### src/rtl/nn_sequencer_if.sv
// rtl/nn_sequencer_if.sv - handshake and memory/datapath control bundle for nn_sequencer
interface nn_sequencer_if #(
    parameter int N_NEURON = 4,
    parameter int AW       = 8
);
    localparam int XW = $clog2(N_NEURON);

    logic          fill;
    logic          req;
    logic          ack_fill;
    logic          ack_network;
    logic [AW-1:0] w_addr;
    logic          w_we;
    logic [XW-1:0] x_addr;
    logic          mac_clr;
    logic          mac_en;
    logic          act_en;
    logic          y_we;
    logic [XW-1:0] y_addr;
    logic          buf_sel;

    modport master (
        output fill, req,
        input  ack_fill, ack_network, w_addr, w_we, x_addr,
               mac_clr, mac_en, act_en, y_we, y_addr, buf_sel
    );

    modport slave (
        input  fill, req,
        output ack_fill, ack_network, w_addr, w_we, x_addr,
               mac_clr, mac_en, act_en, y_we, y_addr, buf_sel
    );
endinterface

### src/rtl/nn_sequencer.sv
// rtl/nn_sequencer.sv - weight-fill and layer/neuron/input compute sequencer for a square tanh MLP
module nn_sequencer #(
    parameter int N_NEURON = 4,
    parameter int N_LAYER  = 2,
    parameter int AW       = 8
) (
    input  logic            clk,
    input  logic            rst,
    nn_sequencer_if.slave   bus
);
    localparam int XW        = $clog2(N_NEURON);
    localparam int LW        = (N_LAYER > 1) ? $clog2(N_LAYER) : 1;
    localparam int FILL_LAST = N_LAYER * N_NEURON * N_NEURON - 1;

    typedef enum logic [2:0] {
        S_IDLE,
        S_FILL,
        S_FDONE,
        S_MAC,
        S_ACT,
        S_WR,
        S_DONE
    } state_t;

    state_t        state_q, state_d;
    logic [AW-1:0] fcnt_q, fcnt_d;
    logic [LW-1:0] l_q, l_d;
    logic [XW-1:0] o_q, o_d;
    logic [XW-1:0] i_q, i_d;

    logic [AW-1:0] w_addr_q, w_addr_d;
    logic [XW-1:0] x_addr_q, x_addr_d;
    logic [XW-1:0] y_addr_q, y_addr_d;
    logic          w_we_q, w_we_d;
    logic          mac_clr_q, mac_clr_d;
    logic          mac_en_q, mac_en_d;
    logic          act_en_q, act_en_d;
    logic          y_we_q, y_we_d;
    logic          buf_sel_q, buf_sel_d;
    logic          ack_fill_q, ack_fill_d;
    logic          ack_net_q, ack_net_d;

    always_ff @(posedge clk) begin
        if (rst) begin
            state_q    <= S_IDLE;
            fcnt_q     <= '0;
            l_q        <= '0;
            o_q        <= '0;
            i_q        <= '0;
            w_addr_q   <= '0;
            x_addr_q   <= '0;
            y_addr_q   <= '0;
            w_we_q     <= 1'b0;
            mac_clr_q  <= 1'b0;
            mac_en_q   <= 1'b0;
            act_en_q   <= 1'b0;
            y_we_q     <= 1'b0;
            buf_sel_q  <= 1'b0;
            ack_fill_q <= 1'b0;
            ack_net_q  <= 1'b0;
        end else begin
            state_q    <= state_d;
            fcnt_q     <= fcnt_d;
            l_q        <= l_d;
            o_q        <= o_d;
            i_q        <= i_d;
            w_addr_q   <= w_addr_d;
            x_addr_q   <= x_addr_d;
            y_addr_q   <= y_addr_d;
            w_we_q     <= w_we_d;
            mac_clr_q  <= mac_clr_d;
            mac_en_q   <= mac_en_d;
            act_en_q   <= act_en_d;
            y_we_q     <= y_we_d;
            buf_sel_q  <= buf_sel_d;
            ack_fill_q <= ack_fill_d;
            ack_net_q  <= ack_net_d;
        end
    end

    always_comb begin
        state_d = state_q;
        fcnt_d  = fcnt_q;
        l_d     = l_q;
        o_d     = o_q;
        i_d     = i_q;

        case (state_q)
            S_IDLE: begin
                fcnt_d = '0;
                l_d    = '0;
                o_d    = '0;
                i_d    = '0;
                if (bus.fill)     state_d = S_FILL;
                else if (bus.req) state_d = S_MAC;
            end
            S_FILL: begin
                if (!bus.fill) begin
                    state_d = S_IDLE;
                    fcnt_d  = '0;
                end else if (fcnt_q == AW'(FILL_LAST)) begin
                    state_d = S_FDONE;
                end else begin
                    fcnt_d = fcnt_q + 1'b1;
                end
            end
            S_FDONE: begin
                if (!bus.fill) begin
                    state_d = S_IDLE;
                    fcnt_d  = '0;
                end
            end
            S_MAC, S_ACT, S_WR, S_DONE: begin
                if (!bus.req) begin
                    state_d = S_IDLE;
                    l_d     = '0;
                    o_d     = '0;
                    i_d     = '0;
                end else if (state_q == S_MAC) begin
                    if (i_q == XW'(N_NEURON - 1)) state_d = S_ACT;
                    else                          i_d     = i_q + 1'b1;
                end else if (state_q == S_ACT) begin
                    state_d = S_WR;
                    i_d     = '0;
                end else if (state_q == S_WR) begin
                    if (o_q != XW'(N_NEURON - 1)) begin
                        o_d     = o_q + 1'b1;
                        state_d = S_MAC;
                    end else if (l_q != LW'(N_LAYER - 1)) begin
                        o_d     = '0;
                        l_d     = l_q + 1'b1;
                        state_d = S_MAC;
                    end else begin
                        state_d = S_DONE;
                    end
                end
            end
            default: state_d = S_IDLE;
        endcase
    end

    // Outputs are decoded from the next state so the registered copies line up with state_q.
    always_comb begin
        w_addr_d   = '0;
        x_addr_d   = '0;
        y_addr_d   = '0;
        w_we_d     = 1'b0;
        mac_clr_d  = 1'b0;
        mac_en_d   = 1'b0;
        act_en_d   = 1'b0;
        y_we_d     = 1'b0;
        ack_fill_d = 1'b0;
        ack_net_d  = 1'b0;
        buf_sel_d  = l_d[0];

        case (state_d)
            S_FILL: begin
                w_we_d   = 1'b1;
                w_addr_d = fcnt_d;
            end
            S_FDONE: ack_fill_d = 1'b1;
            S_MAC: begin
                mac_en_d  = 1'b1;
                mac_clr_d = (i_d == '0);
                x_addr_d  = i_d;
                w_addr_d  = AW'(l_d) * AW'(N_NEURON * N_NEURON)
                          + AW'(o_d) * AW'(N_NEURON)
                          + AW'(i_d);
            end
            S_ACT: act_en_d = 1'b1;
            S_WR: begin
                y_we_d   = 1'b1;
                y_addr_d = o_d;
            end
            S_DONE: ack_net_d = 1'b1;
            default: ;
        endcase
    end

    assign bus.w_addr      = w_addr_q;
    assign bus.w_we        = w_we_q;
    assign bus.x_addr      = x_addr_q;
    assign bus.mac_clr     = mac_clr_q;
    assign bus.mac_en      = mac_en_q;
    assign bus.act_en      = act_en_q;
    assign bus.y_we        = y_we_q;
    assign bus.y_addr      = y_addr_q;
    assign bus.buf_sel     = buf_sel_q;
    assign bus.ack_fill    = ack_fill_q;
    assign bus.ack_network = ack_net_q;
endmodule

### src/flat_wrapper.sv
// flat-port wrapper written by rule: the top's interface ports become plain ports
module nn_sequencer_flat 
#(
    parameter int N_NEURON = 4,
    parameter int N_LAYER  = 2,
    parameter int AW       = 8
)
  (clk, rst, bus_fill, bus_req, bus_ack_fill, bus_ack_network, bus_w_addr, bus_w_we, bus_x_addr, bus_mac_clr, bus_mac_en, bus_act_en, bus_y_we, bus_y_addr, bus_buf_sel);
  nn_sequencer_if #(.N_NEURON(N_NEURON), .AW(AW)) bus_i ();
  input  logic clk;
  input  logic rst;
  input wire logic [$bits(bus_i.fill)-1:0] bus_fill;
  input wire logic [$bits(bus_i.req)-1:0] bus_req;
  output wire logic [$bits(bus_i.ack_fill)-1:0] bus_ack_fill;
  output wire logic [$bits(bus_i.ack_network)-1:0] bus_ack_network;
  output wire logic [$bits(bus_i.w_addr)-1:0] bus_w_addr;
  output wire logic [$bits(bus_i.w_we)-1:0] bus_w_we;
  output wire logic [$bits(bus_i.x_addr)-1:0] bus_x_addr;
  output wire logic [$bits(bus_i.mac_clr)-1:0] bus_mac_clr;
  output wire logic [$bits(bus_i.mac_en)-1:0] bus_mac_en;
  output wire logic [$bits(bus_i.act_en)-1:0] bus_act_en;
  output wire logic [$bits(bus_i.y_we)-1:0] bus_y_we;
  output wire logic [$bits(bus_i.y_addr)-1:0] bus_y_addr;
  output wire logic [$bits(bus_i.buf_sel)-1:0] bus_buf_sel;
  assign bus_i.fill = bus_fill;
  assign bus_i.req = bus_req;
  assign bus_ack_fill = bus_i.ack_fill;
  assign bus_ack_network = bus_i.ack_network;
  assign bus_w_addr = bus_i.w_addr;
  assign bus_w_we = bus_i.w_we;
  assign bus_x_addr = bus_i.x_addr;
  assign bus_mac_clr = bus_i.mac_clr;
  assign bus_mac_en = bus_i.mac_en;
  assign bus_act_en = bus_i.act_en;
  assign bus_y_we = bus_i.y_we;
  assign bus_y_addr = bus_i.y_addr;
  assign bus_buf_sel = bus_i.buf_sel;
  nn_sequencer #(.N_NEURON(N_NEURON), .N_LAYER(N_LAYER), .AW(AW)) u_core (.clk(clk), .rst(rst), .bus(bus_i));
endmodule
### config.mk
export PLATFORM = sky130hd
export DESIGN_NAME = nn_sequencer_flat
export DESIGN_NICKNAME = d
export VERILOG_FILES = /design/src/rtl/nn_sequencer_if.sv /design/src/rtl/nn_sequencer.sv /design/src/flat_wrapper.sv
export SDC_FILE = /design/constraint.sdc
export NUM_CORES = 1
export LEC_CHECK = 0
export BUFFER_PORTS_ARGS = -buffer_cell sky130_fd_sc_hd__buf_2
export CAP_MARGIN = 30
export CORE_ASPECT_RATIO = 1.75
export CORE_MARGIN = 1.5
export CORE_UTILIZATION = 35
export DETAILED_ROUTE_END_ITERATION = 6
export HOLD_SLACK_MARGIN = 0.12
export PLACE_DENSITY = 0.62
export REMOVE_ABC_BUFFERS = 1
export SETUP_SLACK_MARGIN = 0.1
export SLEW_MARGIN = 15
export SYNTH_ARGS = -nofsm -noshare
export SYNTH_HDL_FRONTEND = slang
export SYNTH_SLANG_ARGS = --single-unit
### constraint.sdc
create_clock -name clk -period 1.9 [get_ports clk]
set_clock_uncertainty 0.1 [all_clocks]
set_input_delay 0.38 -clock clk [delete_from_list [all_inputs] [get_ports clk]]
set_output_delay 0.38 -clock clk [all_outputs]
set_load 0.02 [all_outputs]
After elaboration in Yosys (flattened, before gate mapping)
Cells that the tools add are included.
{"block": "op_classes", "n_addsub": 6, "eq_ne": 15, "n_mux": 43, "bitwise_logic": 2, "n_reduce_logical": 5}
{"cell": "two-way mux 3 bit", "count": 12}
{"cell": "two-way mux 8 bit", "count": 3}
{"cell": "case mux 8 bit (3 select lines)", "count": 1}
{"cell": "two-way mux 2 bit", "count": 10}
{"cell": "== test 3 bit (second input constant)", "count": 6}
{"cell": "case mux 8 bit (2 select lines)", "count": 1}
{"cell": "== test 3 x 2 -> 1 bit (second input constant)", "count": 4}
{"cell": "two-way mux 1 bit", "count": 12}
{"cell": "case mux 3 bit (4 select lines)", "count": 1}
{"cell": "adder 8 x 1 -> 8 bit (second input constant)", "count": 1}
{"cell": "adder 8 x 2 -> 8 bit", "count": 1}
{"cell": "== test 8 x 5 -> 1 bit (second input constant)", "count": 1}
{"cell": "case mux 2 bit (2 select lines)", "count": 2}
{"cell": "adder 5 x 4 -> 6 bit", "count": 1}
{"cell": "== test 3 x 1 -> 1 bit (second input constant)", "count": 2}
{"cell": "adder 2 x 1 -> 2 bit (second input constant)", "count": 2}
{"cell": "OR reduction 2 bit", "count": 2}
{"cell": "OR reduction 4 bit", "count": 1}
{"cell": "zero test 3 bit", "count": 1}
{"cell": "== test 2 bit (second input constant)", "count": 1}
{"cell": "zero test 2 bit", "count": 1}
{"cell": "!= test 2 bit (second input constant)", "count": 1}
{"cell": "NOT 1 bit", "count": 2}
{"cell": "case mux 1 bit (2 select lines)", "count": 1}
{"cell": "adder 1 bit (second input constant)", "count": 1}
{"block": "totals", "ff_bits": 35, "in_bits": 4, "output_inout_bits": 20, "wordCells": 86}

Longest topological paths before layout
Gate-level depths: netlist of the first run.
{"block": "depth", "word_depth": 11, "mapped_depth": 7, "ltp_nobuf": 6}

Worst setup path before layout of the first run
No wires, ideal clock.
{"block": "synth_path", "path_type": "input to register", "startpoint": "in bus_req", "endpoint": "reg u_core.mac_clr_q, in the netlist u_core.bus.mac_clr", "setup_time_ps": 60, "arrival_ps": 1909, "t_required_ps": 1740, "setup_slack_ps": -169, "stages": 7, "n_path_buf": 2, "path_cell_list": "buf_2 -> inv_1 -> o32a_1 -> o221a_4 -> or3_1 -> buf_6 -> and3b_1"}
{"block": "synth_via", "elab_chain_len": 6, "elab_cells_between_ends": 10, "cone_classes": "eq/ne: 1; mux: 6; bitwise: 1; reduce/logical: 2"}
{"element": "start, declared", "line_no": "flat_wrapper.sv:13", "text": "input wire logic [$bits(bus_i.req)-1:0] bus_req;"}
{"element": "two-way mux 3 bit", "line_no": "nn_sequencer.sv:95", "text": "else if (bus.req) state_d = S_MAC;"}
{"element": "two-way mux 3 bit", "line_no": "nn_sequencer.sv:94", "text": "if (bus.fill) state_d = S_FILL;"}
{"element": "case mux 3 bit (4 select lines)", "line_no": "nn_sequencer.sv:88", "text": "case (state_q)"}
{"element": "== test 3 x 2 -> 1 bit", "line_no": "nn_sequencer.sv:156", "text": "case (state_d)"}
{"element": "NOT 1 bit (no line)"}
{"element": "OR reduction 2 bit (no line)"}
{"element": "end signal, assigned", "line_no": "nn_sequencer.sv:71", "text": "mac_clr_q <= mac_clr_d;"}
{"element": "end, declared", "line_no": "nn_sequencer.sv:35", "text": "logic mac_clr_q, mac_clr_d;"}
Several ways; a longest one is shown, not always the timed one.
A chain may end at the register's enable or synchronous reset.

Worst setup path in the final report of the first run
{"block": "layout_path", "startpoint": "reg u_core.state_q[2]", "endpoint": "reg u_core.y_addr_q[0], in the netlist u_core.bus.y_addr[0]"}
{"block": "layout_via", "elab_chain_len": 9, "elab_cells_between_ends": 27, "cone_classes": "eq/ne: 7; mux: 16; bitwise: 1; reduce/logical: 3"}
{"element": "start, declared", "line_no": "nn_sequencer.sv:25", "text": "state_t state_q, state_d;"}
{"element": "start signal, assigned", "line_no": "nn_sequencer.sv:62", "text": "state_q <= state_d;"}
{"element": "== test 3 bit", "line_no": "nn_sequencer.sv:88, nn_sequencer.sv:125"}
{"element": "two-way mux 3 bit", "line_no": "nn_sequencer.sv:125", "text": "end else if (state_q == S_WR) begin"}
{"element": "two-way mux 3 bit", "line_no": "nn_sequencer.sv:122", "text": "end else if (state_q == S_ACT) begin"}
{"element": "two-way mux 3 bit", "line_no": "nn_sequencer.sv:119", "text": "end else if (state_q == S_MAC) begin"}
{"element": "two-way mux 3 bit", "line_no": "nn_sequencer.sv:114", "text": "if (!bus.req) begin"}
{"element": "case mux 3 bit (4 select lines)", "line_no": "nn_sequencer.sv:88"}
{"element": "== test 3 bit", "line_no": "nn_sequencer.sv:156"}
{"element": "NOT 1 bit (no line)"}
{"element": "OR reduction 2 bit (no line)"}
{"element": "end signal, assigned", "line_no": "nn_sequencer.sv:69", "text": "y_addr_q <= y_addr_d;"}
{"element": "end, declared", "line_no": "nn_sequencer.sv:33", "text": "logic [XW-1:0] y_addr_q, y_addr_d;"}
Several ways; a longest one is shown, not always the timed one.

==> results.json, run 1 <==
{
  "start_util_pct": 37.01,
  "die_y_microns": 91.04,
  "drt-total-wl_microns": 4590,
  "power.density_mw_per_mm2": 657.8,
  "grt_pass1_vias": 1486,
  "clockPowerShare_pct": 35.1,
  "drive_gt1_share_pct": 46.94,
  "cts.sink_count": 35,
  "antennaDiodeCount": 0,
  "yosysWarnings": 0,
  "ant_nets": 0,
  "antenna_found_initial": 0,
  "synth_edf_count": 0,
  "max-vdd-ir-drop_v": 0.0007685,
  "required_ns": 2.03,
  "dr_wl_met3_microns": 181,
  "dr_wl_met2_microns": 2590,
  "dr.pass1.iters": 4,
  "hold_viol": 0,
  "timing.rr.end": "u_core.bus.y_addr[0]",
  "hp-start": "rst",
  "slowest_delay_ns": 0.41,
  "p_comb_share_pct": 15.7,
  "min_to": "u_core.fcnt_q[7]",
  "clk_pin_slew_ns": 0.07,
  "vias_per_cell": 5.442,
  "vias": 1600,
  "tightest_slew_ns": 0.6026,
  "dp_hpwl_microns": 3154,
  "io_pins": 24,
  "crit_path_cell_trace": "buf_6 > and3b_2 > a22oi_2 > o221a_2 > buf_6 > or3_4 > nor2_2",
  "core_sq_mm": 0.004189,
  "rsz0062_at_grt": "yes",
  "syn_avg_cell_area_sq_um": 8.961,
  "clk_path_buf_depth": 2,
  "grt_usage_pct": 19.62,
  "ys_seq_area_share_pct": 45.20,
  "r2r-start": "u_core.state_q[2]",
  "syn_inst": 173,
  "fillCellCount": 392,
  "path_common_cell": "buf_6",
  "setup_violations": 0,
  "leakage_nw": 0.9985,
  "whs_ns": 0.3235,
  "cts_root_buf": "clkbuf_8",
  "cts_buffers": 5,
  "slowest_stage": "or3_4",
  "hold_path.class": "in -> reg",
  "place_area_sq_mm": 0.001968,
  "finalCriticalPeriod_ns": 1.891,
  "ys_types": 47,
  "grt_pass1_wl_microns": 6837,
  "grt_overflow": 0,
  "fin_area_sq_mm": 0.002326,
  "grt_start_max_net_pins": 13,
  "die_w_microns": 53.31,
  "syn_area_sq_mm": 0.001550,
  "hold_buffers": 0,
  "cts_tree": "yes",
  "syn2layout_area_growth_pct": 50.04,
  "worstSetupEndpointType": "flip-flop",
  "wl_met1_microns": 1676,
  "critPathArrivalTime_ns": 2.02,
  "clk_latency_ns": 0.29,
  "min_delay_path_depth": 2,
  "rrSetupSlack_ns": 0.009,
  "p_sw_mw": 0.4111,
  "slew_headroom_pct": 59.52,
  "drc": 0,
  "htree_levels": 2,
  "crit_path_start_kind": "flip-flop",
  "synth_seq_cells": 35,
  "r2r_cells": 7,
  "fmax_mhz": 528.8,
  "fin_nets": 250,
  "setup_tns_ns": 0,
  "cap_violations": 0,
  "layout_common_cells": "buf_4 (45), dfxtp_1 (33), buf_2 (23)",
  "top_layer": "met4",
  "final_common_cell": "buf_4",
  "crit_fanout": 5,
  "status": "complete, no violations",
  "synthFlopType": "dfxtp_1",
  "intPower_mw": 1.119,
  "switching_share_pct": 26.87,
  "drt-wirelength-per-cell_microns": 15.61,
  "synthArstFlopShare_pct": 0,
  "fin_crit_sh_pct": 99.53,
  "gp_congestion": 0.8913,
  "rows": 31,
  "slew_viol_final": 0,
  "drt_iter0_markers": 37,
  "total_power_mw": 1.530,
  "die_area_sq_mm": 0.004853,
  "critPathKind": "reg -> reg",
  "io_buffers": 23,
  "p_seq_share_pct": 49.2
}
-- synthesized netlist by cell type (3+ instances only) --
cell / instances / share of area, %
dfxtp_1: 35 / 45
nor2_1: 19 / 4.6
a21oi_1: 10 / 3.2
nand2_1: 10 / 2.4
o21ai_0: 10 / 3.2
inv_1: 6 / 1.5
nand2b_1: 6 / 2.4
nor2b_1: 6 / 2.4
nand3_1: 5 / 1.6
clkbuf_1: 4 / 0.97
a211oi_1: 3 / 1.5
a31oi_1: 3 / 1.2
and3b_1: 3 / 1.7
or3_1: 3 / 1.2
-- critical path: cells and delay by family (launching register included) --
family / cells / cell delay [ns]
simple gates: 3 / 0.75
compound gates: 2 / 0.39
flops: 1 / 0.34
buf+inv: 2 / 0.25
-- power by group through the flow --
stage | registers, mW | clock network (mW) | logic (mW)
6_report | 0.752 | 0.538 | 0.240
5_1_grt | 0.753 | 0.577 | 0.257
2_1_floorplan | 0.784 | 0 | 0.0685
3_5_place_dp | 0.769 | 0 | 0.182
4_1_cts | 0.752 | 0.551 | 0.193
3_3_place_gp | 0.768 | 0 | 0.182
-- registers in the layout, indices dropped and copies added (netlist names) --
| register | count |
|---|---|
| u_core.o_q | 2 |
| u_core.i_q | 2 |
| u_core.bus.y_we | 1 |
| u_core.bus.x_addr | 2 |
| u_core.l_q | 1 |
| u_core.bus.ack_network | 1 |
| u_core.state_q | 3 |
| u_core.bus.mac_clr | 1 |
| u_core.bus.ack_fill | 1 |
| u_core.bus.y_addr | 2 |
| u_core.bus.w_addr | 8 |
| u_core.bus.act_en | 1 |
| u_core.bus.w_we | 1 |
| u_core.fcnt_q | 8 |
| u_core.bus.mac_en | 1 |
-- area by class of cell --
cell class	count	area, sq um	share of cell area [%]
clock buffer	5	68.82	2.959
clock inverter	3	20.02	0.8607
inverter	6	22.52	0.9683
multi-input combinational	123	940.9	40.45
sequential	35	703.2	30.23
tap	49	61.31	2.636
timing repair buffer	73	509.2	21.89
-- timing repair --
item,in CTS,in global routing
resized for setup,16,27
setup buffers,3,8
pin swaps,7,15
setup endpoints to repair,21,22
-- per-stage QoR --
stage | cells | util (%) | setup WS (ns)
finish | 294 | 55.53 | 0.008848
floorplan | 164 | - | -0.1786
detailed placement | 275 | 46.98 | -0.1202
CTS | 286 | 51.11 | 0.03132
global route | 294 | 55.53 | -0.03073
global placement | 275 | 46.98 | -0.1050
-- routing by layer --
| metal | vias to the layer above | GRT usage (%) |
|---|---|---|
| met5 | - | 0 |
| li1 | 777 | - |
| met2 | 39 | 36.63 |
| met3 | 10 | 4.276 |
| met1 | 774 | 18.61 |
| met4 | 0 | 9.615 |
-- worst max path at each step --
stage                     slack [ns]  cells after the start         startpoint                   end
after CTS                       0.03                      5  u_core.state_q[1]    u_core.bus.mac_clr
after global routing           -0.03                      5  u_core.state_q[1]    u_core.bus.mac_clr
after floorplan                -0.18                      5  u_core.state_q[1]    u_core.bus.mac_clr
after detailed placement       -0.12                      6            bus_req    u_core.bus.mac_clr
after global placement         -0.11                      6            bus_req    u_core.bus.mac_clr
final                          0.009                      7  u_core.state_q[2]  u_core.bus.y_addr[0]
-- cells by family after synthesis --
family	share of synthesized area, %
buffers and inverters	4.761
AOI/OAI and AO/OA	21.39
muxes	1.291
adders and majority gates	1.614
xor gates and xnor gates	0.5651
and+or+nand+nor	25.18
DFF	45.20
Power figures use the tool's default switching activity.
==> inputs of run 2 (changes only) <==
--- a/config.mk
+++ b/config.mk
@@ -5,6 +5,7 @@
 export SDC_FILE = /design/constraint.sdc
 export NUM_CORES = 1
 export LEC_CHECK = 0
+export ABC_AREA = 1
 export BUFFER_PORTS_ARGS = -buffer_cell sky130_fd_sc_hd__buf_2
 export CAP_MARGIN = 30
 export CORE_ASPECT_RATIO = 1.75
@@ -12,7 +13,8 @@
 export CORE_UTILIZATION = 35
 export DETAILED_ROUTE_END_ITERATION = 6
 export HOLD_SLACK_MARGIN = 0.12
-export PLACE_DENSITY = 0.62
+export PLACE_DENSITY = 0.61
+export RECOVER_POWER = 25
 export REMOVE_ABC_BUFFERS = 1
 export SETUP_SLACK_MARGIN = 0.1
 export SLEW_MARGIN = 15
==> results.json, run 2 <==
{
  "dr.pass1.iters": 4,
  "clk_latency_ns": 0.29,
  "grt_pass1_wl_microns": 6506,
  "min_delay_path_depth": 2,
  "cap_violations": 0,
  "timing.rr.end": "u_core.bus.w_addr[0]",
  "clk_path_buf_depth": 2,
  "layout_common_cells": "nand2_1 (51), dfxtp_1 (32), inv_1 (20)",
  "ant_nets": 0,
  "cts.sink_count": 35,
  "cts_root_buf": "clkbuf_8",
  "synthArstFlopShare_pct": 0,
  "ys_types": 33,
  "synth-xor-area-share_pct": 1.454,
  "required_ns": 1.99,
  "instances_no_fill": 310,
  "yosysWarnings": 0,
  "die_w_microns": 57.31,
  "dp_hpwl_microns": 3124,
  "syn_avg_cell_area_sq_um": 8.066,
  "io_buffers": 23,
  "slew_viol_final": 0,
  "status": "complete, no violations",
  "htree_levels": 2,
  "rows": 34,
  "grt_overflow": 0,
  "syn2layout_area_growth_pct": 17.11,
  "syn_inst": 224,
  "gp_congestion": 0.9156,
  "hp-start": "u_core.fcnt_q[7]",
  "setup_violations": 0,
  "crit_path_start_kind": "flip-flop",
  "crit_path_cell_trace": "ha_1 > nand2_2 > nor2_8 > nand2_4 > a21oi_4 > nand2_4 > nand2_4 > inv_4 > nand2_2 > nand2_1",
  "slowest_stage": "dfxtp_2",
  "synth_simple_gate_area_share_pct": 40.72,
  "fmax_mhz": 599.5,
  "finalCriticalPeriod_ns": 1.668,
  "drc": 0,
  "synth_top_area_cell": "dfxtp_1",
  "path_buf_inv": 1,
  "crit_fanout": 5,
  "worstSetupEndpointType": "flip-flop",
  "min_to": "u_core.fcnt_q[7]",
  "rsz0062_at_grt": "yes",
  "dpl.cell_count": 301,
  "drt-total-wl_microns": 3867,
  "slowest_delay_ns": 0.36,
  "clk_pin_slew_ns": 0.08,
  "synthFlopType": "dfxtp_1",
  "yosysMostFrequentCell": "nand2_1",
  "cts_tree": "yes",
  "slew_headroom_pct": 70.07,
  "tightest_slew_ns": 0.4489,
  "hold_path.class": "reg -> reg",
  "yosys-top-cells-count": "nand2_1 (51), dfxtp_1 (35), inv_1 (20)",
  "drt-wirelength-per-cell_microns": 12.47,
  "antenna_found_initial": 0,
  "drt_iter0_markers": 27,
  "die_area_sq_mm": 0.005619,
  "synth_edf_count": 0,
  "grt_pass1_vias": 1470,
  "critPathKind": "reg -> reg",
  "vias_per_cell": 4.777,
  "ys_seq_area_share_pct": 38.78,
  "synth_compound_area_share_pct": 9.072,
  "critPathArrivalTime_ns": 1.76,
  "core_sq_mm": 0.004977,
  "syn_area_sq_mm": 0.001807,
  "die_y_microns": 98.05,
  "io_pins": 24,
  "synthAdderAreaFrac_pct": 1.385,
  "power.density_mw_per_mm2": 768.3,
  "cpLargestDelayFamily": "simple AND/OR/NAND/NOR gates",
  "netlist.area_leader.share_pct": 38.78,
  "leakage_nw": 0.9920,
  "synth_seq_cells": 35,
  "max-vdd-ir-drop_v": 0.0004784,
  "cts_buffers": 5,
  "vias": 1481,
  "hold_buffers": 0,
  "synth_top_family_by_area": "simple AND/OR/NAND/NOR gates",
  "grt_start_max_net_pins": 21,
  "antennaDiodeCount": 0,
  "r2r_cells": 10,
  "hold_viol": 0,
  "rrSetupSlack_ns": 0.23,
  "muxShareOfSynthArea_pct": 0,
  "r2r-start": "u_core.fcnt_q[1]",
  "fin_crit_sh_pct": 87.79,
  "drive_gt1_share_pct": 27.73,
  "fin_nets": 261,
  "final_common_cell": "nand2_1",
  "synth_area_leaders": "dfxtp_1 (39%), nand2_1 (11%), nand2_4 (4.4%)",
  "start_util_pct": 36.30,
  "path_common_cell": "nand2_4",
  "grt_usage_pct": 15.40,
  "setup_tns_ns": 0
}
-- run 2: changes by cell type after synthesis, moves of 5 or more --
cell / delta
a21oi_1: +5
inv_1: +14
nand2_1: +41
nand2_2: +7
nand2_4: +7
nand2b_1: -6
nand3_1: +10
nor2_4: +6
nor2b_1: -6
-- run 2: where the power goes --
part	switching [mW]	total (mW)	internal, mW
registers	0.00589	0.751	0.745
logic	0.132	0.201	0.0687
clock network	0.283	0.673	0.390
-- run 2: logic make-up (layout without fill, tap and decap cells) --
logic type                 Yosys count  count (layout)
buffers and inverters               32              64
DFF                                 35              35
adders and majority gates            2               2
AOI/OAI and AO/OA                   27              27
and+or+nand+nor                    125             125
xor gates and xnor gates             3               3
-- run 2: cell type report --
class	instances	area [sq um]
fillers	526	2861
multi-input cells	157	960.9
flip-flops and latches	35	704.4
repair buffers	29	156.4
inverters	27	113.9
clock buffers	5	68.82
well taps	54	67.56
clock inverters	3	43.79
-- run 2: worst max path at each step --
stage | startpoint | endpoint | slack [ns] | cells past startpoint
2_1_floorplan | u_core.state_q[1] | u_core.bus.y_addr[0] | 0.30 | 8
3_3_place_gp | u_core.fcnt_q[1] | u_core.bus.ack_fill | 0.21 | 7
3_5_place_dp | u_core.fcnt_q[1] | u_core.bus.w_addr[0] | 0.17 | 10
4_1_cts | u_core.fcnt_q[1] | u_core.bus.w_addr[0] | 0.16 | 10
5_1_grt | u_core.fcnt_q[0] | u_core.bus.w_addr[0] | 0.1 | 10
6_report | u_core.fcnt_q[1] | u_core.bus.w_addr[0] | 0.23 | 10
-- run 2: routing by layer --
metal,share of wire [%],track usage (%),up-vias
met3,2.5,3.576,9
met4,2.5,6.619,0
li1,-,-,772
met5,0,0,-
met2,61,31.03,17
met1,34,13.56,683
-- run 2: stage by stage --
step	hold WS [ns]	util [%]	total power [mW]	setup slack, ns	instance area, sq um
after floorplan	0.3491	-	0.9102	0.2978	1765
after global placement	0.3800	40.15	0.9698	0.2055	1998
after detailed placement	0.3871	40.15	0.9715	0.1738	1998
after CTS	0.3975	42.41	1.647	0.1550	2111
after global routing	0.4148	42.51	1.704	0.09838	2116
final	0.3933	42.51	1.625	0.2321	2116
-- run 2: worst min-delay path: stages, from the launching register on --
cell and delay (ns):
dfxtp_1 0.33, nand2_1 0.06, a21oi_1 0.05
-- run 2: repair_timing --
action	in CTS	in global routing
setup buffers	0	1
setup endpoints to repair	0	8
gates resized for setup	0	6
==> inputs of run 3 (changes only) <==
--- a/config.mk
+++ b/config.mk
@@ -8,8 +8,7 @@
 export ABC_AREA = 1
 export BUFFER_PORTS_ARGS = -buffer_cell sky130_fd_sc_hd__buf_2
 export CAP_MARGIN = 30
-export CORE_ASPECT_RATIO = 1.75
-export CORE_MARGIN = 1.5
+export CORE_MARGIN = 3
 export CORE_UTILIZATION = 35
 export DETAILED_ROUTE_END_ITERATION = 6
 export HOLD_SLACK_MARGIN = 0.12
==> results.json, run 3 (synthesis gave the netlist of run 2 again) <==
{
  "slowest_stage": "dfxtp_2",
  "grt_start_max_net_pins": 21,
  "crit_fanout": 5,
  "startpoint": "u_core.fcnt_q[0]",
  "critPathArrivalTime_ns": 1.75,
  "clk_latency_ns": 0.29,
  "r2r-start": "u_core.fcnt_q[0]",
  "antenna_found_initial": 0,
  "setup_slack_ns": 0.2350,
  "clk_path_buf_depth": 2,
  "core_sq_mm": 0.004848,
  "rows": 25,
  "hold_path.class": "reg -> reg",
  "cts_root_buf": "clkbuf_8",
  "place_area_sq_mm": 0.002007,
  "finalCriticalPeriod_ns": 1.665,
  "hold_buffers": 0,
  "fin_nets": 259,
  "fmax_mhz": 600.6,
  "status": "complete, no violations",
  "io_pins": 24,
  "grt_pass1_vias": 1431,
  "die_area_sq_mm": 0.006060,
  "leakage_nw": 0.9664,
  "vias": 1461,
  "required_ns": 1.99,
  "slew_headroom_pct": 71.73,
  "drc": 0,
  "fin_area_sq_mm": 0.002078,
  "power.density_mw_per_mm2": 705.5,
  "r2r_cells": 10,
  "drt-total-wl_microns": 3523,
  "rsz0062_at_grt": "no",
  "ant_nets": 0,
  "max-vdd-ir-drop_v": 0.0004208,
  "critPathCapture": "u_core.bus.w_addr[1]",
  "timing.rr.end": "u_core.bus.w_addr[1]",
  "cts_buffers": 5,
  "final_common_cell": "nand2_1",
  "cts_setup_buffers": 0,
  "vias_per_cell": 4.551,
  "grt_usage_pct": 13.44,
  "dp_slack_ns": 0.1933,
  "hold_viol": 0,
  "cts_resized": 0,
  "drt-wirelength-per-cell_microns": 10.98,
  "crit_path_start_kind": "flip-flop",
  "crit_path_cell_trace": "ha_1 > nand2_2 > nor2_8 > nand2_4 > a21oi_4 > nand2_4 > nand2_4 > inv_4 > nand2_2 > nand2_1",
  "cts.sink_count": 35,
  "cap_violations": 0,
  "grt_pass1_wl_microns": 6382,
  "setup_violations": 0,
  "tightest_slew_ns": 0.4241,
  "antennaDiodeCount": 0,
  "syn2layout_area_growth_pct": 15.03,
  "drive_gt1_share_pct": 25.20,
  "layout_common_cells": "nand2_1 (51), dfxtp_1 (33), inv_1 (20)",
  "critPathKind": "reg -> reg",
  "worstSetupEndpointType": "flip-flop",
  "io_buffers": 23,
  "grt_overflow": 0,
  "min_delay_path_depth": 2,
  "slowest_delay_ns": 0.36,
  "path_common_cell": "nand2_4",
  "setup_tns_ns": 0,
  "dp_hpwl_microns": 2769,
  "fin_crit_sh_pct": 87.63,
  "slew_viol_final": 0,
  "drt_iter0_markers": 132,
  "die_w_microns": 77.85,
  "clk_pin_slew_ns": 0.07,
  "rrSetupSlack_ns": 0.24,
  "cts_tree": "yes",
  "start_util_pct": 37.26,
  "dr.pass1.iters": 4,
  "die_y_microns": 77.85,
  "gp_congestion": 0.8164,
  "htree_levels": 2
}
## run 3: area by class of cell
cell class                 count  area [sq um]
clock inverter                 2         12.51
inverter                      27         113.9
multi-input combinational    157         950.9
clock buffer                   6         72.57
tap                           67         83.83
timing repair buffer          27         141.4
fill                         501          2770
sequential                    35         703.2
## run 3: how the worst min path moves through the flow
stage                          start                to  slack (ns)
floorplan                        rst  u_core.fcnt_q[0]        0.35
global placement    u_core.fcnt_q[6]  u_core.fcnt_q[6]        0.37
detailed placement  u_core.fcnt_q[6]  u_core.fcnt_q[6]        0.38
CTS                 u_core.fcnt_q[6]  u_core.fcnt_q[6]        0.39
global route        u_core.fcnt_q[7]  u_core.fcnt_q[7]        0.41
finish              u_core.fcnt_q[6]  u_core.fcnt_q[6]        0.39
## run 3: power breakdown
group          internal, mW  leakage [nW]  total, mW  switching (mW)
combinational        0.0657         0.641      0.193           0.128
sequential            0.746         0.284      0.750         0.00471
clock                 0.256        0.0412      0.522           0.267
## run 3: worst max-delay path, delay by kind of cell, from the launching register on
family                   cells  cell delay (ns)
flip-flops                   1             0.36
buffers and inverters        1             0.05
adder cells (fa/ha/maj)      1             0.18
AND/OR/NAND/NOR              7             0.64
AO/OA/AOI/OAI                1             0.23
## run 3: per-stage QoR
step                      power [mW]  hold slack (ns)  util (%)  cells
after floorplan               0.9102           0.3491         -    219
after global placement        0.9646           0.3748     41.39    313
after detailed placement      0.9635           0.3762     41.39    313
after CTS                      1.494           0.3885     43.15    321
after global routing           1.540           0.4136     42.86    321
final                          1.466           0.3852     42.86    321
## run 3: routing by layer
metal / global-route usage [%] / wire, microns / up-vias / part of all wire [%]
li1: - / - / 771 / -
met1: 16.44 / 1665 / 645 / 47
met2: 21.23 / 1609 / 37 / 46
met3: 4.292 / 181 / 8 / 5.1
met4: 6.406 / 67 / 0 / 1.9
met5: 0 / 0 / - / 0
